$ cat src/rtl/add_sub_pkg.sv
// Shared definitions for the pipelined adder-subtractor: operation encodings
// and the carry/borrow flag convention.
package add_sub_pkg;

    localparam logic [1:0] OP_ADD     = 2'b00;
    localparam logic [1:0] OP_SUB     = 2'b01;
    localparam logic [1:0] OP_ACC_ADD = 2'b10;
    localparam logic [1:0] OP_ACC_SUB = 2'b11;

    // Subtraction is X + ~Y + 1, so the adder's carry-out is the inverse of the borrow.
    function automatic logic carry_to_flag(input logic is_sub, input logic carry);
        return is_sub ? ~carry : carry;
    endfunction

endpackage

$ cat src/rtl/add_sub_slice.sv
// Combinational N-bit adder slice with carry-in; also exposes the carry into
// its MSB so the caller can derive signed overflow.
module add_sub_slice #(
    parameter int N = 4
) (
    input  logic [N-1:0] x,
    input  logic [N-1:0] y,
    input  logic         cin,
    output logic [N-1:0] sum,
    output logic         cout,
    output logic         c_msb
);

    logic [N:0]   full;
    logic [N-1:0] low;

    assign full  = {1'b0, x} + {1'b0, y} + {{N{1'b0}}, cin};
    // Sum of the bits below the MSB; its top bit is the carry into the MSB.
    assign low   = {1'b0, x[N-2:0]} + {1'b0, y[N-2:0]} + {{(N-1){1'b0}}, cin};

    assign sum   = full[N-1:0];
    assign cout  = full[N];
    assign c_msb = low[N-1];

endmodule

$ cat src/rtl/add_sub_pipe.sv
// Two-stage pipelined adder-subtractor with accumulator and valid/ready handshakes.
// Optional saturation of overflowing results is enabled by defining ADD_SUB_PIPE_SAT_EN.
module add_sub_pipe
    import add_sub_pkg::*;
#(
    parameter int WIDTH = 8
) (
    input  logic             CLK,
    input  logic             RST,
    input  logic             IN_VALID,
    output logic             IN_READY,
    input  logic [WIDTH-1:0] A,
    input  logic [WIDTH-1:0] B,
    input  logic [1:0]       OP,
    input  logic             ACC_CLR,
    output logic             OUT_VALID,
    input  logic             OUT_READY,
    output logic [WIDTH-1:0] ANS,
    output logic             CY_BR_OUT,
    output logic             OVF,
    output logic [WIDTH-1:0] ACC
);

    localparam int LO = WIDTH / 2;
    localparam int HI = WIDTH - LO;

    logic [WIDTH-1:0] acc_reg;
    logic             out_valid_reg;
    logic [WIDTH-1:0] ans_reg;
    logic             cy_br_reg;
    logic             ovf_reg;

    logic             s1_valid_reg;
    logic [LO-1:0]    s1_sum_lo_reg;
    logic             s1_carry_reg;
    logic [HI-1:0]    s1_x_hi_reg;
    logic [HI-1:0]    s1_y_hi_reg;
    logic             s1_sub_reg;

    // ---------------- stage 1: operand select and low slice ----------------
    logic             is_acc;
    logic             is_sub;
    logic [WIDTH-1:0] x_op;
    logic [WIDTH-1:0] y_raw;
    logic [WIDTH-1:0] y_op;
    logic [LO-1:0]    lo_sum;
    logic             lo_cout;
    logic             lo_c_msb_unused;

    assign is_acc = (OP == OP_ACC_ADD) || (OP == OP_ACC_SUB);
    assign is_sub = (OP == OP_SUB) || (OP == OP_ACC_SUB);
    assign x_op   = is_acc ? acc_reg : A;
    assign y_raw  = is_acc ? A : B;

    generate
        for (genvar gi = 0; gi < WIDTH; gi++) begin : g_y_inv
            assign y_op[gi] = y_raw[gi] ^ is_sub;
        end
    endgenerate

    add_sub_slice #(.N(LO)) u_slice_lo (
        .x     (x_op[LO-1:0]),
        .y     (y_op[LO-1:0]),
        .cin   (is_sub),
        .sum   (lo_sum),
        .cout  (lo_cout),
        .c_msb (lo_c_msb_unused)
    );

    // ---------------- stage 2: high slice, flags, optional saturation ----------------
    logic [HI-1:0]    hi_sum;
    logic             hi_cout;
    logic             hi_c_msb;
    logic [WIDTH-1:0] res_raw;
    logic [WIDTH-1:0] res_next;
    logic             ovf_next;
    logic             cy_br_next;

    add_sub_slice #(.N(HI)) u_slice_hi (
        .x     (s1_x_hi_reg),
        .y     (s1_y_hi_reg),
        .cin   (s1_carry_reg),
        .sum   (hi_sum),
        .cout  (hi_cout),
        .c_msb (hi_c_msb)
    );

    assign res_raw    = {hi_sum, s1_sum_lo_reg};
    assign ovf_next   = hi_c_msb ^ hi_cout;
    assign cy_br_next = carry_to_flag(s1_sub_reg, hi_cout);

`ifdef ADD_SUB_PIPE_SAT_EN
    localparam logic [WIDTH-1:0] SAT_MAX = {1'b0, {(WIDTH-1){1'b1}}};
    localparam logic [WIDTH-1:0] SAT_MIN = {1'b1, {(WIDTH-1){1'b0}}};
    // A wrapped result with MSB set came from a positive overflow, and vice versa.
    assign res_next = ovf_next ? (res_raw[WIDTH-1] ? SAT_MAX : SAT_MIN) : res_raw;
`else
    assign res_next = res_raw;
`endif

    // ---------------- handshake ----------------
    logic s2_ready;
    logic s1_adv;
    logic hazard;
    logic in_fire;

    assign s2_ready = !out_valid_reg || OUT_READY;
    assign s1_adv   = s1_valid_reg && s2_ready;
    // ACC is only written when an op leaves S1, so an ACC op must wait for S1 to empty.
    assign hazard   = is_acc && s1_valid_reg;
    assign IN_READY = !RST && (!s1_valid_reg || s1_adv) && !hazard;
    assign in_fire  = IN_VALID && IN_READY;

    always_ff @(posedge CLK) begin
        if (RST) begin
            s1_valid_reg  <= 1'b0;
            s1_sum_lo_reg <= '0;
            s1_carry_reg  <= 1'b0;
            s1_x_hi_reg   <= '0;
            s1_y_hi_reg   <= '0;
            s1_sub_reg    <= 1'b0;
            out_valid_reg <= 1'b0;
            ans_reg       <= '0;
            cy_br_reg     <= 1'b0;
            ovf_reg       <= 1'b0;
            acc_reg       <= '0;
        end else begin
            if (!s1_valid_reg || s1_adv) begin
                s1_valid_reg <= in_fire;
                if (in_fire) begin
                    s1_sum_lo_reg <= lo_sum;
                    s1_carry_reg  <= lo_cout;
                    s1_x_hi_reg   <= x_op[WIDTH-1:LO];
                    s1_y_hi_reg   <= y_op[WIDTH-1:LO];
                    s1_sub_reg    <= is_sub;
                end
            end

            if (s2_ready) begin
                out_valid_reg <= s1_valid_reg;
                if (s1_valid_reg) begin
                    ans_reg   <= res_next;
                    cy_br_reg <= cy_br_next;
                    ovf_reg   <= ovf_next;
                end
            end

            // Clear wins over the update from an op advancing in the same cycle.
            if (ACC_CLR) begin
                acc_reg <= '0;
            end else if (s1_adv) begin
                acc_reg <= res_next;
            end
        end
    end

    assign OUT_VALID = out_valid_reg;
    assign ANS       = ans_reg;
    assign CY_BR_OUT = cy_br_reg;
    assign OVF       = ovf_reg;
    assign ACC       = acc_reg;

endmodule

$ cat config.mk
export PLATFORM = sky130hd
export DESIGN_NAME = add_sub_pipe
export DESIGN_NICKNAME = d
export VERILOG_FILES = /design/src/rtl/add_sub_pkg.sv /design/src/rtl/add_sub_slice.sv /design/src/rtl/add_sub_pipe.sv
export SDC_FILE = /design/constraint.sdc
export NUM_CORES = 1
export LEC_CHECK = 0
export ABC_AREA = 1
export CORE_MARGIN = 2
export CORE_UTILIZATION = 42
export CTS_CLUSTER_DIAMETER = 60
export DETAILED_ROUTE_END_ITERATION = 8
export HOLD_SLACK_MARGIN = 0.08
export PLACE_DENSITY = 0.72
export SLEW_MARGIN = 20
export SYNTH_ARGS = -nofsm -noshare
export SYNTH_HDL_FRONTEND = slang
export SYNTH_SLANG_ARGS = --single-unit
$ cat constraint.sdc
create_clock -name CLK -period 2.36 [get_ports CLK]
set_clock_uncertainty 0.2 [all_clocks]
set_input_delay 0.708 -clock CLK [delete_from_list [all_inputs] [get_ports CLK]]
set_output_delay 0.708 -clock CLK [all_outputs]
set_load 0.005 [all_outputs]
==> results of run 1 <==
==> kinds of logic (layout without fill, tap and decap cells) <==
family / count (synthesis) / after routing / synth area share (%)
AND/OR/NAND/NOR: 103 / 103 / 24.2
flip-flops: 34 / 34 / 37.9
XOR/XNOR: 10 / 10 / 4.87
adder cells (fa/ha/maj): 9 / 9 / 7.52
buffers and inverters: 38 / 100 / 10.2
AO/OA/AOI/OAI: 53 / 53 / 15.3
==> repair_timing <==
action / CTS / global route
setup buffers: 1 / 2
endpoints found under the setup margin: 5 / 3
hold endpoints to repair: 0 / 0
resized for setup: 15 / 19
pin swaps: 4 / 8
==> worst paths after layout <==
kind                                endpoint  slack [ps]         start
worst min-delay path                  ANS[1]         260        ANS[1]
worst max register to register     CY_BR_OUT         250  s1_carry_reg
worst min register to register        ANS[1]         260        ANS[1]
worst max-delay path            s1_carry_reg         -40          A[3]
==> cells in the final DEF (no fill, tap or decap), types with 2 or more instances in the layout <==
cell type,Yosys,final
dlymetal6s2s_1,0,4
xor2_2,0,2
ha_1,6,5
fa_1,3,2
o21ai_2,0,2
nor2_4,1,2
a21oi_1,32,31
dlygate4sd2_1,0,2
buf_4,0,23
dfxtp_1,34,34
clkbuf_8,0,5
nand2_2,4,5
xor2_1,9,7
nor2_1,5,4
nand2_1,79,78
or2_2,4,4
clkdlybuf4s50_1,0,34
inv_2,1,5
inv_1,25,21
a21oi_2,2,3
nand3_1,8,7
o21ai_1,1,2
o21ai_0,17,14
clkinv_2,0,2
==> cell type report <==
cell class,instances,area [sq um]
fill,376,1530
multi-input combinational,175,997
sequential,34,681
timing repair buffer,66,602
inverter,27,106
clock buffer,5,68.8
tap,50,62.6
clock inverter,2,10.0
==> report_power, final <==
group | internal, mW | total (mW) | switching [mW]
clock network | 0.198 | 0.399 | 0.201
registers | 0.598 | 0.611 | 0.0128
logic | 0.152 | 0.299 | 0.147
==> worst min-delay path, cell delays in order, from the launching register on <==
cell and delay (ps):
dfxtp_1 310, nand2_1 60, a21oi_1 50
==> metal layers <==
| metal | up-vias | part of all wire, % | global-route usage [%] |
|---|---|---|---|
| met4 | 0 | 1.6 | 7.19 |
| met2 | 55 | 50 | 32.3 |
| met5 | - | 0 | 0 |
| met1 | 783 | 43 | 22.5 |
| li1 | 897 | - | - |
| met3 | 8 | 4.8 | 3.49 |
==> through the flow <==
stage                     util, %  TNS (ps)  setup slack [ps]
final                        62.3     -41.2             -41.2
after global routing         62.3     -19.1             -19.1
after CTS                    60.5     -31.8             -24.4
after detailed placement     58.2     -2670              -615
after global placement       58.2     -2250              -521
after floorplan                 -         0             0.492
==> flow_metrics.tcl, run 1 <==
set metrics [dict create \
    setup_ws_ps -41.2 \
    via_per_inst 4.86 \
    start_kind "input pin" \
    worst_path_largest_cell_delay_ps 480 \
    path_depth 9 \
    async_flop_share_pct 0 \
    syn_inst 247 \
    synth-seq-area-share_pct 37.9 \
    syn_nets 279 \
    synth.area.top_cells "dfxtp_1, nand2_1, a21oi_1" \
    required_ps 2320 \
    setup_viol 1 \
    drive_gt1_share_pct 20.1 \
    wirelength_mm 4.37 \
    drc_errors 0 \
    cts_buffer_depth 2 \
    finalPower_mw 1.31 \
    grt_pass1_vias 1635 \
    cts_max_level 2 \
    die_w_um 69.4 \
    cts_made_buffers 5 \
    syn_to_final_growth_pct 40.7 \
    wl_per_cell_um 12.2 \
    detail-route-antenna-nets 0 \
    initial_core_util_pct 44.3 \
    power.density_nw_per_um2 518 \
    synth-edff-count 0 \
    hp-class "reg2reg" \
    firstDrtPassIters 4 \
    timing.final.crit_share_pct 102 \
    synth_ff_type "dfxtp_1" \
    yosysUniqueCellTypes 25 \
    dieArea_sq_um 4820 \
    port_buffers 42 \
    maxCapViolCount 0 \
    yosys.cell_count.top_type "nand2_1" \
    fin_nets 341 \
    clk_pin_slew_worst_paths_ps 70 \
    synthTopCellsByCount "nand2_1, dfxtp_1, a21oi_1" \
    overflow 0 \
    violations "negative setup slack" \
    worstSkewPairLatency_ps 280 \
    num_vias 1743 \
    place_area_sq_um 2360 \
    gp_congestion 0.911 \
    tightest_slew_ps 358 \
    grt_usage_pct 18.5 \
    cts_tree "yes" \
    arrival_ps 2360 \
    yosysTopAreaCell "dfxtp_1" \
    post-dp-hpwl_mm 3.33 \
    reg2regPathDepth 11 \
    finalInstanceArea_sq_um 2530 \
    syn_avg_cell_area_sq_um 7.27 \
    synth_top_area_share_pct 37.9 \
    slowest_stage "clkdlybuf4s50_1" \
    max-vdd-ir-drop_mv 0.294 \
    grt_pass1_wl_mm 7.28 \
    endpoint_kind "register" \
    placed_cells 349 \
    postCtsHoldBufs 0 \
    clock-sinks 34 \
    die_y_um 69.4 \
    path_max_fanout 3 \
    path_class "in2reg" \
    achievable-frequency_ghz 0.416 \
    yosys_warnings 0 \
    crit_path_cell_trace "clkdlybuf4s50_1 > nand2_1 > nand2_1 > xor2_1 > ha_1 > a21oi_1 > o21ai_0 > o21ai_0 > a21oi_1" \
    maxSlewViolCount 0 \
    std_cell_rows 23 \
    leakagePower_nw 1.16 \
    final_cells 359 \
    max_slew_margin_pct 75.9 \
    hold_viol_final 0 \
    coreArea_sq_um 4060 \
    period_minus_slack_ps 2400 \
    io_pins 43 \
    n_antenna_cell 0 \
    clock-root-buffer "clkbuf_8" \
    status "finished, violations left" \
    min_path_cells 2 \
    crit_buf_inv 1 \
    drt_iter0_drc 61 \
    antenna_found_initial 0 \
    crit_family "compound AO/OA/AOI/OAI gates" \
    holdWs_ps 263 \
    grt_max_degree 17 \
    ys_ff_latch 34 \
    netlist_area_sq_um 1800 \
]
Note: power is estimated with default switching activity, not from simulation.
==> run 2: changes to the inputs <==
--- a/config.mk
+++ b/config.mk
@@ -5,7 +5,7 @@
 export SDC_FILE = /design/constraint.sdc
 export NUM_CORES = 1
 export LEC_CHECK = 0
-export ABC_AREA = 1
+export CORE_ASPECT_RATIO = 0.9
 export CORE_MARGIN = 2
 export CORE_UTILIZATION = 42
 export CTS_CLUSTER_DIAMETER = 60
==> flow_metrics.tcl, run 2 <==
set metrics [dict create \
    drt_iter0_drc 67 \
    post-dp-hpwl_mm 2.97 \
    leakagePower_nw 0.973 \
    path_max_fanout 4 \
    power.density_nw_per_um2 542 \
    std_cell_rows 22 \
    yosysTopAreaCell "dfxtp_1" \
    holdWs_ps 255 \
    antenna_found_initial 0 \
    netlist_area_sq_um 1740 \
    synth.area.top_cells "dfxtp_1, nand2_1, a21oi_1" \
    r2r_start "s1_carry_reg" \
    maxCapViolCount 0 \
    clock-root-buffer "clkbuf_8" \
    via_per_inst 5.06 \
    wl_met1_mm 1.88 \
    clock-sinks 34 \
    endpoint_kind "register" \
    n_antenna_cell 0 \
    min_path_cells 2 \
    cts_made_buffers 5 \
    drive_gt1_share_pct 20.2 \
    firstDrtPassIters 4 \
    overflow 0 \
    clk_pin_slew_worst_paths_ps 70 \
    port_buffers 42 \
    hp-class "reg2reg" \
    grt_pass1_vias 1485 \
    wirelength_mm 4.15 \
    synth_ff_type "dfxtp_1" \
    cts_buffer_depth 2 \
    path_class "in2reg" \
    synth-edff-count 0 \
    detail-route-antenna-nets 0 \
    initial_core_util_pct 43.1 \
    die_y_um 65.1 \
    max-vdd-ir-drop_mv 0.372 \
    nFillCells 360 \
    worstSkewPairLatency_ps 290 \
    yosys.cell_count.top_type "nand2_1" \
    synth-seq-area-share_pct 39.0 \
    num_vias 1570 \
    highest_layer "met4" \
    drc_errors 0 \
    arrival_ps 2290 \
    dieArea_sq_um 4690 \
    met2_length_mm 2.02 \
    hold_viol_final 0 \
    gp_congestion 0.811 \
    synth_top_area_share_pct 39.0 \
    fin_nets 293 \
    io_pins 43 \
    period_minus_slack_ps 2310 \
    syn_avg_cell_area_sq_um 8.68 \
    wl_per_cell_um 13.4 \
    min_from "s1_y_hi_reg[0]" \
    pre_cts_ws_ps -768 \
    max_slew_margin_pct 79.7 \
    achievable-frequency_ghz 0.433 \
    ys_ff_latch 34 \
    required_ps 2350 \
    syn_nets 233 \
    die_w_um 71.9 \
    reg2regPathDepth 8 \
    syn_to_final_growth_pct 43.9 \
    async_flop_share_pct 0 \
    yosys_warnings 0 \
    setup_ws_ps 52.3 \
    start_kind "input pin" \
    finalPower_mw 1.36 \
    postCtsHoldBufs 0 \
    grt_pass1_wl_mm 6.84 \
    status "completed" \
    yosysUniqueCellTypes 32 \
    syn_inst 201 \
    holdPathEnd "s1_y_hi_reg[0]" \
    coreArea_sq_um 4050 \
    ff2ff_setup_slack_ps 150 \
    cts_max_level 2 \
    tightest_slew_ps 305 \
    grt_usage_pct 19.4 \
    rsz0062_at_grt "true" \
    met3RoutedLength_um 169 \
    mostFrequentLayoutCells "nand2_1, dfxtp_1, clkdlybuf4s50_1" \
    r2r_end "OVF" \
    cts_tree "yes" \
    timing.final.crit_share_pct 97.8 \
    maxSlewViolCount 0 \
    layout_commonest_cell "nand2_1" \
    grt_max_degree 30 \
    synthTopCellsByCount "nand2_1, dfxtp_1, a21oi_1" \
    setup_viol 0 \
]
[run 2: metrics by stage]
step           TNS [ps]  utilization (%)  instances  instance area [sq um]
2_1_floorplan     -44.4                -        201                   1780
3_3_place_gp      -3720             57.3        296                   2320
3_5_place_dp      -4130             57.3        296                   2320
4_1_cts               0             60.8        308                   2460
5_1_grt           -7.34             62.0        310                   2510
6_report              0             62.0        310                   2510
[run 2: how the worst max path moves through the flow]
stage	startpoint	to	slack, ps	depth (start not counted)
2_1_floorplan	OP[1]	s1_carry_reg	-20	10
3_3_place_gp	OP[1]	IN_READY	-740	4
3_5_place_dp	OP[1]	IN_READY	-770	4
4_1_cts	OUT_READY	IN_READY	2	5
5_1_grt	B[2]	s1_sum_lo_reg[3]	-4	8
6_report	B[2]	s1_sum_lo_reg[3]	50	8
[run 2: routing by layer]
layer / track usage [%] / up-vias
met5: 0 / -
met4: 8.49 / 0
met3: 4.60 / 9
met2: 32.6 / 30
met1: 23.6 / 735
li1: - / 796
[run 2: timing repair]
| item | 4_1_cts | 5_1_grt |
|---|---|---|
| setup buffers | 4 | 2 |
| setup endpoints to repair | 5 | 4 |
| gates resized for setup | 27 | 10 |
| pin swaps | 8 | 11 |
[run 2: where the power goes]
| group | switching, mW | internal, mW |
|---|---|---|
| registers | 0.0148 | 0.600 |
| logic | 0.136 | 0.168 |
| clock network | 0.207 | 0.235 |
| total | 0.358 | 1.00 |
[run 2: kinds of logic after synthesis]
logic type,synth area share (%)
and+or+nand+nor,18.0
AOI/OAI and AO/OA,15.6
DFF,39.0
buffers and inverters,5.38
muxes,8.25
xor gates and xnor gates,6.03
adders and majority gates,7.75
[run 2: area by class of cell]
| class | instances | area (sq um) | area share (%) |
|---|---|---|---|
| multi-input combinational | 147 | 1040 | 41.4 |
| inverter | 7 | 26.3 | 1.05 |
| clock buffer | 7 | 86.3 | 3.44 |
| sequential | 34 | 681 | 27.1 |
| clock inverter | 1 | 5.00 | 0.199 |
| timing repair buffer | 66 | 612 | 24.4 |
| tap | 48 | 60.1 | 2.39 |
[run 2: critical path, stage by stage]
cell and delay, ps:
clkdlybuf4s50_1 450, mux2i_1 70, xnor2_1 280, ha_4 260, a21oi_2 160, o41ai_4 100
xnor2_1 190, o21ai_2 60
==> run 3: changes to the inputs <==
--- a/config.mk
+++ b/config.mk
@@ -12,6 +12,7 @@
 export DETAILED_ROUTE_END_ITERATION = 8
 export HOLD_SLACK_MARGIN = 0.08
 export PLACE_DENSITY = 0.72
+export SKIP_CTS_REPAIR_TIMING = 1
 export SLEW_MARGIN = 20
 export SYNTH_ARGS = -nofsm -noshare
 export SYNTH_HDL_FRONTEND = slang
==> flow_metrics.tcl, run 3 (synthesis results as in run 2) <==
set metrics [dict create \
    status "completed" \
    detail-route-antenna-nets 0 \
    power.density_nw_per_um2 532 \
    mostFrequentLayoutCells "dfxtp_1, nand2_1, clkdlybuf4s50_1" \
    leakagePower_nw 1.05 \
    hp-class "reg2reg" \
    wirelength_mm 4.16 \
    crit_family "simple AND/OR/NAND/NOR gates" \
    regArea_sq_um 681 \
    gp_congestion 0.811 \
    drive_gt1_share_pct 20.1 \
    cts_made_buffers 5 \
    grt_pass1_vias 1443 \
    required_ps 2360 \
    final_cells 307 \
    worst_path_largest_cell_delay_ps 360 \
    crit_buf_inv 1 \
    tightest_slew_ps 308 \
    endpoint_kind "register" \
    clk_pin_slew_worst_paths_ps 60 \
    path_class "in2reg" \
    max-vdd-ir-drop_mv 0.368 \
    num_vias 1565 \
    initial_core_util_pct 43.1 \
    nFillCells 342 \
    timing.final.crit_share_pct 98.9 \
    rsz0062_at_grt "true" \
    placed_cells 296 \
    clock-root-buffer "clkbuf_8" \
    path_max_fanout 2 \
    setup_viol 0 \
    via_per_inst 5.10 \
    overflow 0 \
    die_y_um 65.1 \
    setup_ws_ps 25.0 \
    start_kind "input pin" \
    achievable-frequency_ghz 0.428 \
    die_w_um 71.9 \
    clock-sinks 34 \
    dieArea_sq_um 4690 \
    grt_usage_pct 18.7 \
    n_antenna_cell 0 \
    firstDrtPassIters 4 \
    crit_path_cell_trace "dlymetal6s2s_1 > or2b_4 > a21oi_2 > or3_4 > fa_2 > nor2b_1 > o21a_1 > nor3_2 > a211oi_1" \
    multi_input_area_sq_um 1090 \
    maxSlewViolCount 0 \
    maxCapViolCount 0 \
    syn_to_final_growth_pct 48.3 \
    drt_iter0_drc 71 \
    cts_tree "yes" \
    std_cell_rows 22 \
    grt_max_degree 30 \
    worstSkewPairLatency_ps 290 \
    port_buffers 42 \
    slowest_stage "fa_2" \
    max_slew_margin_pct 79.5 \
    io_pins 43 \
    wl_per_cell_um 13.5 \
    hold_viol_final 0 \
    cts_max_level 2 \
    cts_buffer_depth 2 \
    period_minus_slack_ps 2330 \
    antenna_found_initial 0 \
    drc_errors 0 \
    post-dp-hpwl_mm 2.97 \
    coreArea_sq_um 4050 \
    fin_nets 290 \
    grt_pass1_wl_mm 6.58 \
    pre_cts_ws_ps -768 \
    arrival_ps 2340 \
]
[run 3: cell count changes in the layout (fill, tap and decap cells not counted), moves of 2 or more]
cell             previous run  this run
dlymetal6s2s_1              1        10
buf_4                      21        17
dlygate4sd2_1               3         0
clkdlybuf4s15_1             2         0
mux2i_4                     0         2
[run 3: per-layer routing]
layer  wire (um)  track usage (%)  vias to the layer above
li1            -                -                      787
met1        1900             22.2                      733
met2        1970             31.6                       34
met3         174             4.60                       11
met5           0                0                        -
met4         118             8.73                        0
[run 3: worst reg2reg max path: stages, from the launching register on]
cell and delay (ps):
dfxtp_1 310, inv_1 70, fa_1 460, fa_1 430, nor2b_1 130, o21a_1 160, nor2_1 60, xnor2_1 120
a211oi_1 200
[run 3: area by class of cell]
cell class / count / area share, %
Inverter: 7 / 1.02
Clock inverter: 1 / 0.193
Multi-Input combinational cell: 147 / 42.1
Tap cell: 48 / 2.32
Sequential cell: 34 / 26.3
Timing Repair Buffer: 63 / 24.8
Clock buffer: 7 / 3.34
[run 3: path summary, 6_finish.rpt]
kind	startpoint	endpoint	slack (ps)	depth (start not counted)
min reg2reg	s1_y_hi_reg[0]	s1_y_hi_reg[0]	260	2
max	B[0]	s1_carry_reg	30	9
min	s1_y_hi_reg[0]	s1_y_hi_reg[0]	260	2
max reg2reg	s1_carry_reg	OVF	150	8
[run 3: metrics by stage]
step / hold WS (ps) / setup TNS, ps / total power, mW / util [%] / instance area, sq um
after detailed placement: 247 / -4130 / 0.904 / 57.3 / 2320
after global placement: 239 / -3720 / 0.895 / 57.3 / 2320
after floorplan: 232 / -44.4 / 0.795 / - / 1780
after CTS: 262 / -2270 / 1.34 / 59.6 / 2410
final: 256 / 0 / 1.38 / 63.9 / 2590
after global routing: 275 / -33.8 / 1.44 / 63.9 / 2590
[run 3: where the power goes]
part | total, mW | switching, mW | leakage, nW | internal, mW
Sequential | 0.614 | 0.0145 | 0.277 | 0.600
Clock | 0.442 | 0.207 | 0.0482 | 0.235
Combinational | 0.320 | 0.142 | 0.726 | 0.178
